==> src/rtl/rm_pkg.sv <==
// Shared definitions for the operand-fetch stage: FSM states, memory opcodes
// and the shift-field override rule applied to memory instructions.
package rm_pkg;

    localparam int unsigned WIDTH = 16;
    localparam int unsigned NREGS = 8;

    typedef enum logic [1:0] {
        S_IDLE    = 2'd0,
        S_FETCH_A = 2'd1,
        S_FETCH_B = 2'd2,
        S_VALID   = 2'd3
    } state_e;

    localparam logic [2:0] OP_LDR = 3'b011;
    localparam logic [2:0] OP_STR = 3'b100;

    // Memory instructions never shift their operand.
    function automatic logic [1:0] eff_shift(input logic [2:0] op, input logic [1:0] sh);
        return ((op == OP_LDR) || (op == OP_STR)) ? 2'b00 : sh;
    endfunction

endpackage

==> src/rtl/operand_fetch_if.sv <==
// Request, register-file write and operand-output signals of the operand-fetch stage.
interface operand_fetch_if #(
    parameter int unsigned WIDTH = rm_pkg::WIDTH,
    parameter int unsigned NREGS = rm_pkg::NREGS
);
    localparam int unsigned IW = $clog2(NREGS);

    logic             start;
    logic [IW-1:0]    rn;
    logic [IW-1:0]    rm;
    logic [2:0]       opcode_in;
    logic [1:0]       shift_in;
    logic             ready;
    logic             write;
    logic [IW-1:0]    writenum;
    logic [WIDTH-1:0] data_in;
    logic             valid;
    logic             take;
    logic [WIDTH-1:0] a_out;
    logic [WIDTH-1:0] b_out;
    logic [2:0]       opcode_out;
    logic [1:0]       shift_out;

    modport master (
        output start, rn, rm, opcode_in, shift_in, write, writenum, data_in, take,
        input  ready, valid, a_out, b_out, opcode_out, shift_out
    );

    modport slave (
        input  start, rn, rm, opcode_in, shift_in, write, writenum, data_in, take,
        output ready, valid, a_out, b_out, opcode_out, shift_out
    );

endinterface

==> src/rtl/regfile.sv <==
// General-purpose register file: one synchronous write port, one combinational
// read port; reset clears every register.
module regfile #(
    parameter int unsigned WIDTH = rm_pkg::WIDTH,
    parameter int unsigned NREGS = rm_pkg::NREGS
) (
    input  logic                     clk,
    input  logic                     reset,
    input  logic                     write,
    input  logic [$clog2(NREGS)-1:0] writenum,
    input  logic [WIDTH-1:0]         data_in,
    input  logic [$clog2(NREGS)-1:0] readnum,
    output logic [WIDTH-1:0]         data_out
);

    logic [WIDTH-1:0] regs_q [NREGS];

    always_ff @(posedge clk) begin
        if (reset) begin
            for (int unsigned i = 0; i < NREGS; i++) begin
                regs_q[i] <= '0;
            end
        end else if (write) begin
            regs_q[writenum] <= data_in;
        end
    end

    assign data_out = regs_q[readnum];

endmodule

==> src/rtl/operand_fetch.sv <==
// Operand-fetch stage: reads A then B through one register-file port, latches
// them with the opcode/shift fields, and holds them under a valid/take handshake.
module operand_fetch
    import rm_pkg::*;
#(
    parameter int unsigned WIDTH = rm_pkg::WIDTH,
    parameter int unsigned NREGS = rm_pkg::NREGS
) (
    input  logic            clk,
    input  logic            reset,
    operand_fetch_if.slave  bus
);

    localparam int unsigned IW = $clog2(NREGS);

    state_e           state_q, state_d;
    logic [IW-1:0]    rn_q, rm_q;
    logic [2:0]       opcode_q;
    logic [1:0]       shift_q;
    logic [WIDTH-1:0] a_q, b_q;
    logic [IW-1:0]    readnum;
    logic [WIDTH-1:0] rf_data;
    logic [WIDTH-1:0] fetch_data;

    regfile #(.WIDTH(WIDTH), .NREGS(NREGS)) u_regfile (
        .clk      (clk),
        .reset    (reset),
        .write    (bus.write),
        .writenum (bus.writenum),
        .data_in  (bus.data_in),
        .readnum  (readnum),
        .data_out (rf_data)
    );

    // A same-cycle write to the register being fetched wins over the array contents.
    assign readnum    = (state_q == S_FETCH_A) ? rn_q : rm_q;
    assign fetch_data = (bus.write && (bus.writenum == readnum)) ? bus.data_in : rf_data;

    always_comb begin
        state_d = state_q;
        unique case (state_q)
            S_IDLE:    if (bus.start) state_d = S_FETCH_A;
            S_FETCH_A: state_d = S_FETCH_B;
            S_FETCH_B: state_d = S_VALID;
            S_VALID:   if (bus.take) state_d = S_IDLE;
            default:   state_d = S_IDLE;
        endcase
    end

    always_ff @(posedge clk) begin
        if (reset) begin
            state_q  <= S_IDLE;
            rn_q     <= '0;
            rm_q     <= '0;
            opcode_q <= '0;
            shift_q  <= '0;
            a_q      <= '0;
            b_q      <= '0;
        end else begin
            state_q <= state_d;
            if ((state_q == S_IDLE) && bus.start) begin
                rn_q     <= bus.rn;
                rm_q     <= bus.rm;
                opcode_q <= bus.opcode_in;
                shift_q  <= bus.shift_in;
            end
            if (state_q == S_FETCH_A) a_q <= fetch_data;
            if (state_q == S_FETCH_B) b_q <= fetch_data;
        end
    end

    assign bus.ready      = (state_q == S_IDLE);
    assign bus.valid      = (state_q == S_VALID);
    assign bus.a_out      = a_q;
    assign bus.b_out      = b_q;
    assign bus.opcode_out = opcode_q;
    assign bus.shift_out  = eff_shift(opcode_q, shift_q);

endmodule

==> src/flat_wrapper.sv <==
// flat-port wrapper written by rule: the top's interface ports become plain ports
module operand_fetch_flat import rm_pkg::*;
#(
    parameter int unsigned WIDTH = rm_pkg::WIDTH,
    parameter int unsigned NREGS = rm_pkg::NREGS
)
  (clk, reset, bus_start, bus_rn, bus_rm, bus_opcode_in, bus_shift_in, bus_write, bus_writenum, bus_data_in, bus_take, bus_ready, bus_valid, bus_a_out, bus_b_out, bus_opcode_out, bus_shift_out);
  operand_fetch_if #(.WIDTH(WIDTH), .NREGS(NREGS)) bus_i ();
  input  logic clk;
  input  logic reset;
  input wire logic [$bits(bus_i.start)-1:0] bus_start;
  input wire logic [$bits(bus_i.rn)-1:0] bus_rn;
  input wire logic [$bits(bus_i.rm)-1:0] bus_rm;
  input wire logic [$bits(bus_i.opcode_in)-1:0] bus_opcode_in;
  input wire logic [$bits(bus_i.shift_in)-1:0] bus_shift_in;
  input wire logic [$bits(bus_i.write)-1:0] bus_write;
  input wire logic [$bits(bus_i.writenum)-1:0] bus_writenum;
  input wire logic [$bits(bus_i.data_in)-1:0] bus_data_in;
  input wire logic [$bits(bus_i.take)-1:0] bus_take;
  output wire logic [$bits(bus_i.ready)-1:0] bus_ready;
  output wire logic [$bits(bus_i.valid)-1:0] bus_valid;
  output wire logic [$bits(bus_i.a_out)-1:0] bus_a_out;
  output wire logic [$bits(bus_i.b_out)-1:0] bus_b_out;
  output wire logic [$bits(bus_i.opcode_out)-1:0] bus_opcode_out;
  output wire logic [$bits(bus_i.shift_out)-1:0] bus_shift_out;
  assign bus_i.start = bus_start;
  assign bus_i.rn = bus_rn;
  assign bus_i.rm = bus_rm;
  assign bus_i.opcode_in = bus_opcode_in;
  assign bus_i.shift_in = bus_shift_in;
  assign bus_i.write = bus_write;
  assign bus_i.writenum = bus_writenum;
  assign bus_i.data_in = bus_data_in;
  assign bus_i.take = bus_take;
  assign bus_ready = bus_i.ready;
  assign bus_valid = bus_i.valid;
  assign bus_a_out = bus_i.a_out;
  assign bus_b_out = bus_i.b_out;
  assign bus_opcode_out = bus_i.opcode_out;
  assign bus_shift_out = bus_i.shift_out;
  operand_fetch #(.WIDTH(WIDTH), .NREGS(NREGS)) u_core (.clk(clk), .reset(reset), .bus(bus_i));
endmodule
==> config.mk <==
export PLATFORM = sky130hd
export DESIGN_NAME = operand_fetch_flat
export DESIGN_NICKNAME = d
export VERILOG_FILES = /design/src/rtl/rm_pkg.sv /design/src/rtl/operand_fetch_if.sv /design/src/rtl/regfile.sv /design/src/rtl/operand_fetch.sv /design/src/flat_wrapper.sv
export SDC_FILE = /design/constraint.sdc
export NUM_CORES = 1
export LEC_CHECK = 0
export ABC_AREA = 1
export CAP_MARGIN = 20
export CORE_ASPECT_RATIO = 1.1
export CORE_UTILIZATION = 55
export DETAILED_ROUTE_END_ITERATION = 16
export GPL_ROUTABILITY_DRIVEN = 0
export PLACE_DENSITY = 0.77
export SETUP_SLACK_MARGIN = 0.5
export SYNTH_ARGS = -nofsm -noshare
export SYNTH_HDL_FRONTEND = slang
export SYNTH_SLANG_ARGS = --single-unit
==> constraint.sdc <==
create_clock -name clk -period 2.5 [get_ports clk]
set_input_delay 0.75 -clock clk [delete_from_list [all_inputs] [get_ports clk]]
set_output_delay 0.75 -clock clk [all_outputs]
set_load 0.02 [all_outputs]
==> impl_metrics.env, run 1 <==
export IMPL_synth_fp_nets=1064
export IMPL_synth_top_area_share_pct=45.50
export IMPL_yosys_top_cells_count="218 x nand3_1, 210 x nor2_1, 193 x inv_1"
export IMPL_nets=1140
export IMPL_yosysSeqAreaShare_pct=56.17
export IMPL_overflow=0
export IMPL_drtIter0Drc=529
export IMPL_design_core_area_um2=15050
export IMPL_total_power_uw=10810
export IMPL_max_cap_viol_count=0
export IMPL_cpPeakStageDelay_ns=0.37
export IMPL_setup_violations=0
export IMPL_cts_tree="done"
export IMPL_synth_cell_types=25
export IMPL_h_tree_depth=4
export IMPL_routed_wl_um=20940
export IMPL_status="finished clean"
export IMPL_via_per_inst=5.301
export IMPL_dieArea_um2=15860
export IMPL_fp_row_count=47
export IMPL_fmax_mhz=502.7
export IMPL_cp_end_kind="primary output"
export IMPL_grt_pass1_vias=6477
export IMPL_io_pins=74
export IMPL_numPortBuffers=73
export IMPL_r2r_end="u_core.bus.a_out[10]$_SDFFE_PP0P_"
export IMPL_route_detailed_drc=0
export IMPL_synth_area_um2=8447
export IMPL_crit_arrival_ns=1.24
export IMPL_clk_insertion_delay_late_ns=0.43
export IMPL_slowest_stage="dfxtp_4"
export IMPL_grt_pass1_wl_um=32400
export IMPL_slew_limit_headroom_pct=68.09
export IMPL_fillCellCount=1167
export IMPL_path_clk_slew_ns=0.07
export IMPL_path_cells="inv_2 -> ha_2 -> buf_4"
export IMPL_ant_nets=0
export IMPL_tightest_slew_ns=0.4775
export IMPL_avgSynthCellArea_um2=8.249
export IMPL_worstSetupStartpointType="flip-flop"
export IMPL_r2r_setup_slack_ns=0.55
export IMPL_firstDrtPassIters=5
export IMPL_power_density_nw_per_um2=1043
export IMPL_critPathKind="flip-flop to primary output"
export IMPL_synth_warnings=0
export IMPL_area_growth_pct=22.74
export IMPL_power_leakage_uw=0.004922
export IMPL_critPathLaunch="u_core.state_q[0]$_SDFFE_PP0P_"
export IMPL_yosysMostFrequentCell="nand3_1"
export IMPL_required_ns=1.75
export IMPL_fin_tns_setup_ns=0
export IMPL_start_util_pct=56.11
export IMPL_path_max_fanout=4
export IMPL_grt_max_degree=34
export IMPL_n_antenna_cell=0
export IMPL_fp_dieH_um=132.0
export IMPL_wl_per_cell_um=16.00
export IMPL_synth_main_ff_cell="edfxtp_1"
export IMPL_irDropWorstVdd_uv=556.6
export IMPL_ys_seq_elements=173
export IMPL_route_vias_total=6939
export IMPL_track_usage_pct=26.55
export IMPL_endpoint="bus_ready"
export IMPL_die_w_um=120.2
export IMPL_clock_skew_ns=0.01192
export IMPL_cts_root_buf="clkbuf_16"
export IMPL_syn_instance_count=1024
export IMPL_rsz0062_at_grt="yes"
export IMPL_synth_edff_count=128
export IMPL_cts_max_path_buffers=2
export IMPL_async_reset_ff_share_pct=0
export IMPL_antenna_found_initial=0
export IMPL_yosys_top_cells_area="edfxtp_1 46%, nand3_1 13%, dfxtp_1 11%, nor2_1 9.3%, inv_1 8.6%"
export IMPL_hold_path_class="flip-flop to flip-flop"
export IMPL_hpwl_um=13020
export IMPL_reg2regPathDepth=14
export IMPL_regToRegStartpoint="u_core.state_q[1]$_SDFFE_PP0P_"
export IMPL_layout_worst_path_cycle_share_pct=79.57
export IMPL_cts_sinks=173
export IMPL_drive_gt1_share_pct=12.04
export IMPL_fin_crit_ns=1.989
export IMPL_cts_made_buffers=17
export IMPL_yosysTopAreaCell="edfxtp_1"
export IMPL_hold_buffers=0
export IMPL_hold_viol=0
export IMPL_slew_viol_final=0
-- power by group --
| part | switching (µW) | internal (µW) | total, µW |
|---|---|---|---|
| clock | 1190 | 1310 | 2500 |
| sequential | 183 | 3500 | 3680 |
| combinational | 2950 | 1680 | 4630 |
| total | 4330 | 6490 | 10800 |
-- sequential cells by signal, indices dropped and copies added, names as in the netlist --
| name | flops |
|---|---|
| u_core.shift_q | 2 |
| u_core.u_regfile.regs_q | 128 |
| u_core.rm_q | 3 |
| u_core.bus.b_out | 16 |
| u_core.state_q | 2 |
| u_core.bus.a_out | 16 |
| u_core.bus.opcode_out | 3 |
| u_core.rn_q | 3 |
-- worst max-delay path, delay by kind of cell, from the launching register on --
| kind | cells | cell delay [ns] |
|---|---|---|
| fa+ha+maj | 1 | 0.21 |
| buf+inv | 2 | 0.23 |
| flops | 1 | 0.37 |
-- metal layers --
metal	GRT usage, %	wire [µm]	vias to the layer above
li1	-	-	3394
met2	45.56	10400	290
met3	5.493	1791	32
met4	8.264	410	0
met5	0	0	-
met1	33.51	8338	3223
-- how the worst min path moves through the flow --
stage | start | to | slack [ns] | cells after the start
detailed placement | u_core.shift_q[1]$_SDFFE_PP0P_ | u_core.shift_q[1]$_SDFFE_PP0P_ | 0.45 | 2
global route | u_core.shift_q[0]$_SDFFE_PP0P_ | u_core.shift_q[0]$_SDFFE_PP0P_ | 0.50 | 2
floorplan | u_core.shift_q[0]$_SDFFE_PP0P_ | u_core.shift_q[0]$_SDFFE_PP0P_ | 0.43 | 2
finish | u_core.shift_q[1]$_SDFFE_PP0P_ | u_core.shift_q[1]$_SDFFE_PP0P_ | 0.47 | 2
global placement | u_core.shift_q[0]$_SDFFE_PP0P_ | u_core.shift_q[0]$_SDFFE_PP0P_ | 0.45 | 2
CTS | u_core.shift_q[1]$_SDFFE_PP0P_ | u_core.shift_q[1]$_SDFFE_PP0P_ | 0.46 | 2
-- area by class of cell --
| cell class | count | area (µm²) | share of cell area [%] |
|---|---|---|---|
| Clock buffer | 17 | 425.4 | 4.103 |
| Clock inverter | 15 | 128.9 | 1.243 |
| Inverter | 194 | 730.7 | 7.048 |
| Multi-Input combinational cell | 606 | 2962 | 28.57 |
| Sequential cell | 173 | 4752 | 45.84 |
| Tap cell | 196 | 245.2 | 2.365 |
| Timing Repair Buffer | 108 | 1124 | 10.84 |
-- cell usage in the layout (no fill, tap or decap), types with 12 or more instances in the layout --
| cell | instances |
|---|---|
| nor2_1 | 208 |
| edfxtp_1 | 128 |
| dlygate4sd2_1 | 35 |
| clkbuf_16 | 20 |
| buf_4 | 20 |
| nand2_1 | 106 |
| nand2_2 | 15 |
| inv_1 | 191 |
| nand3_2 | 17 |
| nand3_1 | 211 |
| nand2_4 | 13 |
| dfxtp_1 | 41 |
| clkdlybuf4s50_1 | 31 |
| o21ai_0 | 12 |
-- through the flow --
step / hold WS (ns) / instance area [µm²] / util, % / instances / setup slack, ns
floorplan: 0.4300 / 8573 / - / 1024 / 0.4758
global placement: 0.4479 / 9498 / 63.09 / 1268 / 0.1681
detailed placement: 0.4531 / 9498 / 63.09 / 1268 / 0.1007
CTS: 0.4644 / 10090 / 67.01 / 1302 / 0.3300
global route: 0.4973 / 10370 / 68.87 / 1309 / 0.4423
finish: 0.4720 / 10370 / 68.87 / 1309 / 0.5108
-- cells by family (layout without fill, tap and decap cells) --
logic type / count (synthesis) / in the layout / share of synthesized area (%)
fa+ha+maj: 5 / 5 / 0.7406
simple gates: 577 / 578 / 30.23
buf+inv: 246 / 334 / 11.41
flops: 173 / 173 / 56.17
compound gates: 23 / 23 / 1.452
-- timing repair --
item / CTS / global route
cloned: 1 / 3
setup endpoints to repair: 71 / 36
pin swaps: 2 / 5
buffers inserted: 1 / 4
gates resized for setup: 64 / 52
No activity file was read; power rests on OpenSTA's default activity.
==> run 2: changes to the inputs <==
- CORE_UTILIZATION: 55 -> 52
- PLACE_DENSITY: 0.77 -> 0.76
- clock period: 2.5 -> 1.8 ns (I/O delays scaled with it)
==> impl_metrics.env, run 2 (synthesis gave the netlist of run 1 again) <==
export IMPL_status="finished, violations left"
export IMPL_violations="setup timing"
export IMPL_via_per_inst=5.604
export IMPL_fin_util_pct=75.33
export IMPL_critPathKind="flip-flop to flip-flop"
export IMPL_mostFrequentLayoutCells="194 x nor2_1, 188 x inv_1, 169 x nand3_1"
export IMPL_ant_nets=0
export IMPL_register_area_um2=4801
export IMPL_slew_viol_final=0
export IMPL_hold_buffers=0
export IMPL_start_util_pct=53.48
export IMPL_slew_limit_headroom_pct=69.25
export IMPL_path_clk_slew_ns=0.07
export IMPL_regToRegStartpoint="u_core.state_q[1]$_SDFFE_PP0P_"
export IMPL_area_growth_pct=40.87
export IMPL_nets=1185
export IMPL_worstSetupStartpointType="flip-flop"
export IMPL_total_power_uw=17470
export IMPL_layout_worst_path_cycle_share_pct=106.2
export IMPL_wl_per_cell_um=19.07
export IMPL_n_antenna_cell=0
export IMPL_route_detailed_drc=0
export IMPL_timing_hold_ws_ns=0.4773
export IMPL_fp_row_count=48
export IMPL_grt_max_degree=34
export IMPL_r2r_setup_slack_ns=-0.11
export IMPL_cts_root_buf="clkbuf_16"
export IMPL_hpwl_um=13690
export IMPL_fp_dieH_um=135.7
export IMPL_h_tree_depth=4
export IMPL_reg2regPathDepth=13
export IMPL_max_cap_viol_count=0
export IMPL_top_register="u_core.u_regfile.regs_q"
export IMPL_place_inst=1291
export IMPL_fin_cells=1358
export IMPL_cts_max_path_buffers=2
export IMPL_numPortBuffers=73
export IMPL_critPathLaunch="u_core.state_q[1]$_SDFFE_PP0P_"
export IMPL_final_common_cell="nor2_1"
export IMPL_hold_path_class="flip-flop to flip-flop"
export IMPL_hold_path_startpoint="u_core.shift_q[1]$_SDFFE_PP0P_"
export IMPL_cts_sinks=173
export IMPL_tightest_slew_ns=0.4612
export IMPL_irDropWorstVdd_uv=833.5
export IMPL_cp_end_kind="flip-flop"
export IMPL_io_pins=74
export IMPL_power_leakage_uw=0.005424
export IMPL_place_ws_ns=-0.3656
export IMPL_routed_wl_um=25900
export IMPL_clock_skew_ns=0.008317
export IMPL_r2r_end="u_core.bus.a_out[4]$_SDFFE_PP0P_"
export IMPL_antenna_found_initial=0
export IMPL_grt_pass1_vias=6795
export IMPL_design_core_area_um2=15800
export IMPL_hold_end="u_core.shift_q[1]$_SDFFE_PP0P_"
export IMPL_route_vias_total=7610
export IMPL_cts_tree="done"
export IMPL_die_w_um=123.5
export IMPL_overflow=0
export IMPL_crit_arrival_ns=2.28
export IMPL_required_ns=2.17
export IMPL_cts_made_buffers=17
export IMPL_multiInputGateArea_um2=3633
export IMPL_drive_gt1_share_pct=27.37
export IMPL_grt_pass1_wl_um=34630
export IMPL_fmax_mhz=523.2
export IMPL_drtIter0Drc=855
export IMPL_rsz0062_at_grt="yes"
export IMPL_setup_ws_ns=-0.1115
export IMPL_dieArea_um2=16760
export IMPL_firstDrtPassIters=5
export IMPL_fillCellCount=924
export IMPL_fin_crit_ns=1.911
export IMPL_path_max_fanout=8
export IMPL_setup_violations=24
export IMPL_power_density_nw_per_um2=1469
export IMPL_min_path_cells=2
export IMPL_largest_register_ffs=128
export IMPL_hold_viol=0
export IMPL_track_usage_pct=27.96
export IMPL_clk_insertion_delay_late_ns=0.44
[run 2: critical path, cell delays in order (launching register included)]
cell       delay (ns)
dfxtp_2          0.32
inv_2            0.08
ha_4             0.18
buf_12           0.15
nand2_1          0.09
nand3_1          0.09
nand2_1          0.09
nor2_4           0.14
buf_12           0.15
clkbuf_16        0.17
nand3_1          0.12
nand3_1          0.12
nand2_1          0.07
inv_1            0.07
[run 2: worst max-delay path by stage]
stage	slack (ns)	to	cells past startpoint
floorplan	0.1	u_core.u_regfile.regs_q[0][0]$_SDFFCE_PN0P_	7
global placement	-0.34	u_core.bus.b_out[4]$_SDFFE_PP0P_	10
detailed placement	-0.37	u_core.bus.a_out[3]$_SDFFE_PP0P_	10
CTS	0.03	u_core.bus.a_out[10]$_SDFFE_PP0P_	13
global route	-0.19	u_core.bus.a_out[4]$_SDFFE_PP0P_	13
finish	-0.11	u_core.bus.a_out[4]$_SDFFE_PP0P_	13
[run 2: stage by stage]
step                      TNS (ns)  area, µm²
final                      -0.9285      11900
after CTS                        0      11220
after floorplan                  0       8894
after global routing        -3.626      11900
after global placement      -73.62       9956
after detailed placement    -77.55       9956
[run 2: final cells by class]
type                       instances  area share [%]
tap                              200           2.103
timing repair buffer             148           16.01
multi-input combinational        611           30.54
clock buffer                      20           3.670
sequential                       173           40.35
inverter                         194           6.183
clock inverter                    12           1.146
[run 2: routing by layer]
metal,GRT usage (%),up-vias,wire [µm],share of wire (%)
li1,-,3511,-,-
met1,34.36,3568,9556,37
met2,47.27,437,13020,50
met3,5.261,94,2251,8.7
met4,12.85,0,1068,4.1
met5,0,-,0,0
[run 2: repair_timing]
| action | CTS | global route |
|---|---|---|
| resized for setup | 353 | 86 |
| cloned | 8 | 12 |
| setup buffers | 10 | 5 |
| endpoints found under the setup margin | 337 | 329 |
| pin swaps | 22 | 14 |
| endpoints found under the hold margin | 0 | 0 |
[run 2: where the power goes]
part,internal (µW),switching [µW],leakage (µW)
clock,2060,1570,0.000273
combinational,3600,4970,0.00354
sequential,4930,353,0.00161
==> run 3: changes to the inputs <==
- CORE_MARGIN: unset -> 5
- CORE_UTILIZATION: 52 -> 53
- HOLD_SLACK_MARGIN: unset -> 0.06
- PLACE_DENSITY: 0.76 -> 0.77
- SYNTH_HIERARCHICAL: unset -> 1
==> impl_metrics.env, run 3 <==
export IMPL_top_register="u_core/u_regfile/regs_q"
export IMPL_grtUsageMet3_pct=7.445
export IMPL_fin_crit_ns=2.215
export IMPL_synth_simple_area_share_pct=30.49
export IMPL_place_ws_ns=-0.4213
export IMPL_io_pins=74
export IMPL_cts_tree="done"
export IMPL_critPathKind="flip-flop to flip-flop"
export IMPL_synth_mux_area_share_pct=0
export IMPL_route_detailed_drc=0
export IMPL_final_area_um2=12400
export IMPL_synth_fp_nets=1111
export IMPL_total_power_uw=18520
export IMPL_yosysMostFrequentCell="nand2_1"
export IMPL_fin_cells=1430
export IMPL_fp_dieH_um=143.1
export IMPL_setup_violations=34
export IMPL_rsz0062_at_grt="yes"
export IMPL_yosys_top_cells_count="290 x nand2_1, 205 x nor2_1, 197 x inv_1"
export IMPL_cts_sinks=173
export IMPL_syn_instance_count=1071
export IMPL_synth_area_um2=8541
export IMPL_cts_max_path_buffers=2
export IMPL_async_reset_ff_share_pct=0
export IMPL_avgSynthCellArea_um2=7.975
export IMPL_layout_worst_path_cycle_share_pct=123.1
export IMPL_irDropWorstVdd_uv=894.1
export IMPL_use_met1_pct=35.79
export IMPL_slew_limit_headroom_pct=65.67
export IMPL_design_core_area_um2=15740
export IMPL_clock_skew_ns=0.008269
export IMPL_synth_top_area_share_pct=45.00
export IMPL_slew_viol_final=0
export IMPL_nets=1257
export IMPL_firstDrtPassIters=6
export IMPL_max_cap_viol_count=0
export IMPL_track_usage_pct=30.38
export IMPL_cts_root_buf="clkbuf_16"
export IMPL_area_growth_pct=45.15
export IMPL_fillCellCount=791
export IMPL_yosysSeqAreaShare_pct=55.55
export IMPL_status="finished, violations left"
export IMPL_power_leakage_uw=0.005862
export IMPL_grt_max_degree=46
export IMPL_ant_nets=0
export IMPL_placed_cell_area_um2=10450
export IMPL_dieArea_um2=18760
export IMPL_grt_pass1_vias=7955
export IMPL_hold_viol=0
export IMPL_tightest_slew_ns=0.5149
export IMPL_grt_util_met2_pct=50.05
export IMPL_synth_edff_count=128
export IMPL_largest_register_ffs=128
export IMPL_start_util_pct=54.28
export IMPL_synth_main_ff_cell="edfxtp_1"
export IMPL_via_per_inst=5.973
export IMPL_overflow=0
export IMPL_worstSetupStartpointType="flip-flop"
export IMPL_hpwl_um=16420
export IMPL_hold_buffers=0
export IMPL_final_common_cell="nand2_1"
export IMPL_yosysTopAreaCell="edfxtp_1"
export IMPL_ys_seq_elements=173
export IMPL_cts_made_buffers=17
export IMPL_n_antenna_cell=0
export IMPL_cp_end_kind="flip-flop"
export IMPL_busiest_layer="met2"
export IMPL_routed_wl_um=33390
export IMPL_synth_cell_types=24
export IMPL_path_clk_slew_ns=0.07
export IMPL_mostFrequentLayoutCells="224 x nand2_1, 194 x nor2_1, 190 x inv_1"
export IMPL_clk_insertion_delay_late_ns=0.44
export IMPL_path_max_fanout=19
export IMPL_synthXorXnorAreaFrac_pct=0
export IMPL_synth_compound_area_share_pct=1.231
export IMPL_power_density_nw_per_um2=1494
export IMPL_violations="setup timing"
export IMPL_drtIter0Drc=1410
export IMPL_h_tree_depth=4
export IMPL_crit_arrival_ns=2.53
export IMPL_required_ns=2.12
export IMPL_yosys_top_cells_area="edfxtp_1 45%, nand2_1 13%, dfxtp_1 11%, nor2_1 9.0%, inv_1 8.7%"
export IMPL_wl_per_cell_um=23.35
export IMPL_die_w_um=131.0
export IMPL_synth_top_family_by_area="simple AND/OR/NAND/NOR gates"
export IMPL_numPortBuffers=73
export IMPL_synth_warnings=6
export IMPL_antenna_found_initial=0
export IMPL_synthAdderAreaFrac_pct=0.7325
export IMPL_fp_row_count=48
export IMPL_grt_pass1_wl_um=42480
export IMPL_place_inst=1359
export IMPL_route_vias_total=8541
export IMPL_fmax_mhz=451.5
export IMPL_hold_path_class="flip-flop to flip-flop"
export IMPL_setup_ws_ns=-0.4150
export IMPL_drive_gt1_share_pct=30.81
run 3: kinds of logic (layout without fill, tap and decap cells):
logic type,after synthesis,in the layout
AO/OA/AOI/OAI,16,16
adder cells (fa/ha/maj),5,5
buffers and inverters,247,405
flip-flops,173,173
AND/OR/NAND/NOR,630,631
run 3: area by class of cell:
cell class	count	area [µm²]	share of cell area, %
Sequential cell	173	4800	38.72
Multi-Input combinational cell	652	3620	29.20
Inverter	199	783.3	6.318
Timing Repair Buffer	174	2362	19.06
Tap cell	200	250.2	2.019
Clock inverter	12	145.1	1.171
Clock buffer	20	436.7	3.522
run 3: what timing repair did:
item                       in CTS  in global routing
pin swaps                      29                 16
setup buffers                  12                 13
setup endpoints to repair     340                292
gates cloned                    8                  6
gates resized for setup       381                 70
run 3: worst paths after layout:
check / from / endpoint / slack [ns] / depth (start not counted)
setup / recovery: u_core/state_q[1]$_SDFFE_PP0P_ / u_core/bus.b_out[5]$_SDFFE_PP0P_ / -0.42 / 16
setup reg to reg: u_core/state_q[1]$_SDFFE_PP0P_ / u_core/bus.b_out[5]$_SDFFE_PP0P_ / -0.42 / 16
hold reg to reg: u_core/rn_q[2]$_SDFFE_PP0P_ / u_core/rn_q[2]$_SDFFE_PP0P_ / 0.47 / 2
hold / removal: u_core/rn_q[2]$_SDFFE_PP0P_ / u_core/rn_q[2]$_SDFFE_PP0P_ / 0.47 / 2
run 3: through the flow:
step	hold WS, ns	util, %	TNS [ns]
floorplan	0.4454	-	0
global placement	0.4546	66.41	-80.16
detailed placement	0.4539	66.41	-87.02
CTS	0.4646	75.67	-2.705
global route	0.4929	78.79	-11.19
finish	0.4671	78.79	-8.368
run 3: report_power, final:
group	internal (µW)	total, µW	switching, µW
Clock	2170	3760	1590
Combinational	4010	9470	5460
Sequential	4910	5280	373
run 3: critical path, cell delays in order, from the launching register on:
cell	delay, ns
dfxtp_2	0.33
inv_2	0.07
ha_4	0.17
inv_2	0.05
nand2_2	0.08
nand2_4	0.11
inv_8	0.12
buf_12	0.18
nand2_1	0.15
nand3_1	0.16
nand2_1	0.09
nand2_1	0.08
nand2_2	0.10
nand2_2	0.10
nand3_2	0.09
nand2_1	0.12
inv_1	0.08
run 3: routing by layer:
layer  wire length, µm  vias up
li1                  -     3590
met2             15530      785
met3              4208      254
met4              2944        0
met1             10700     3912
met5                 0        -
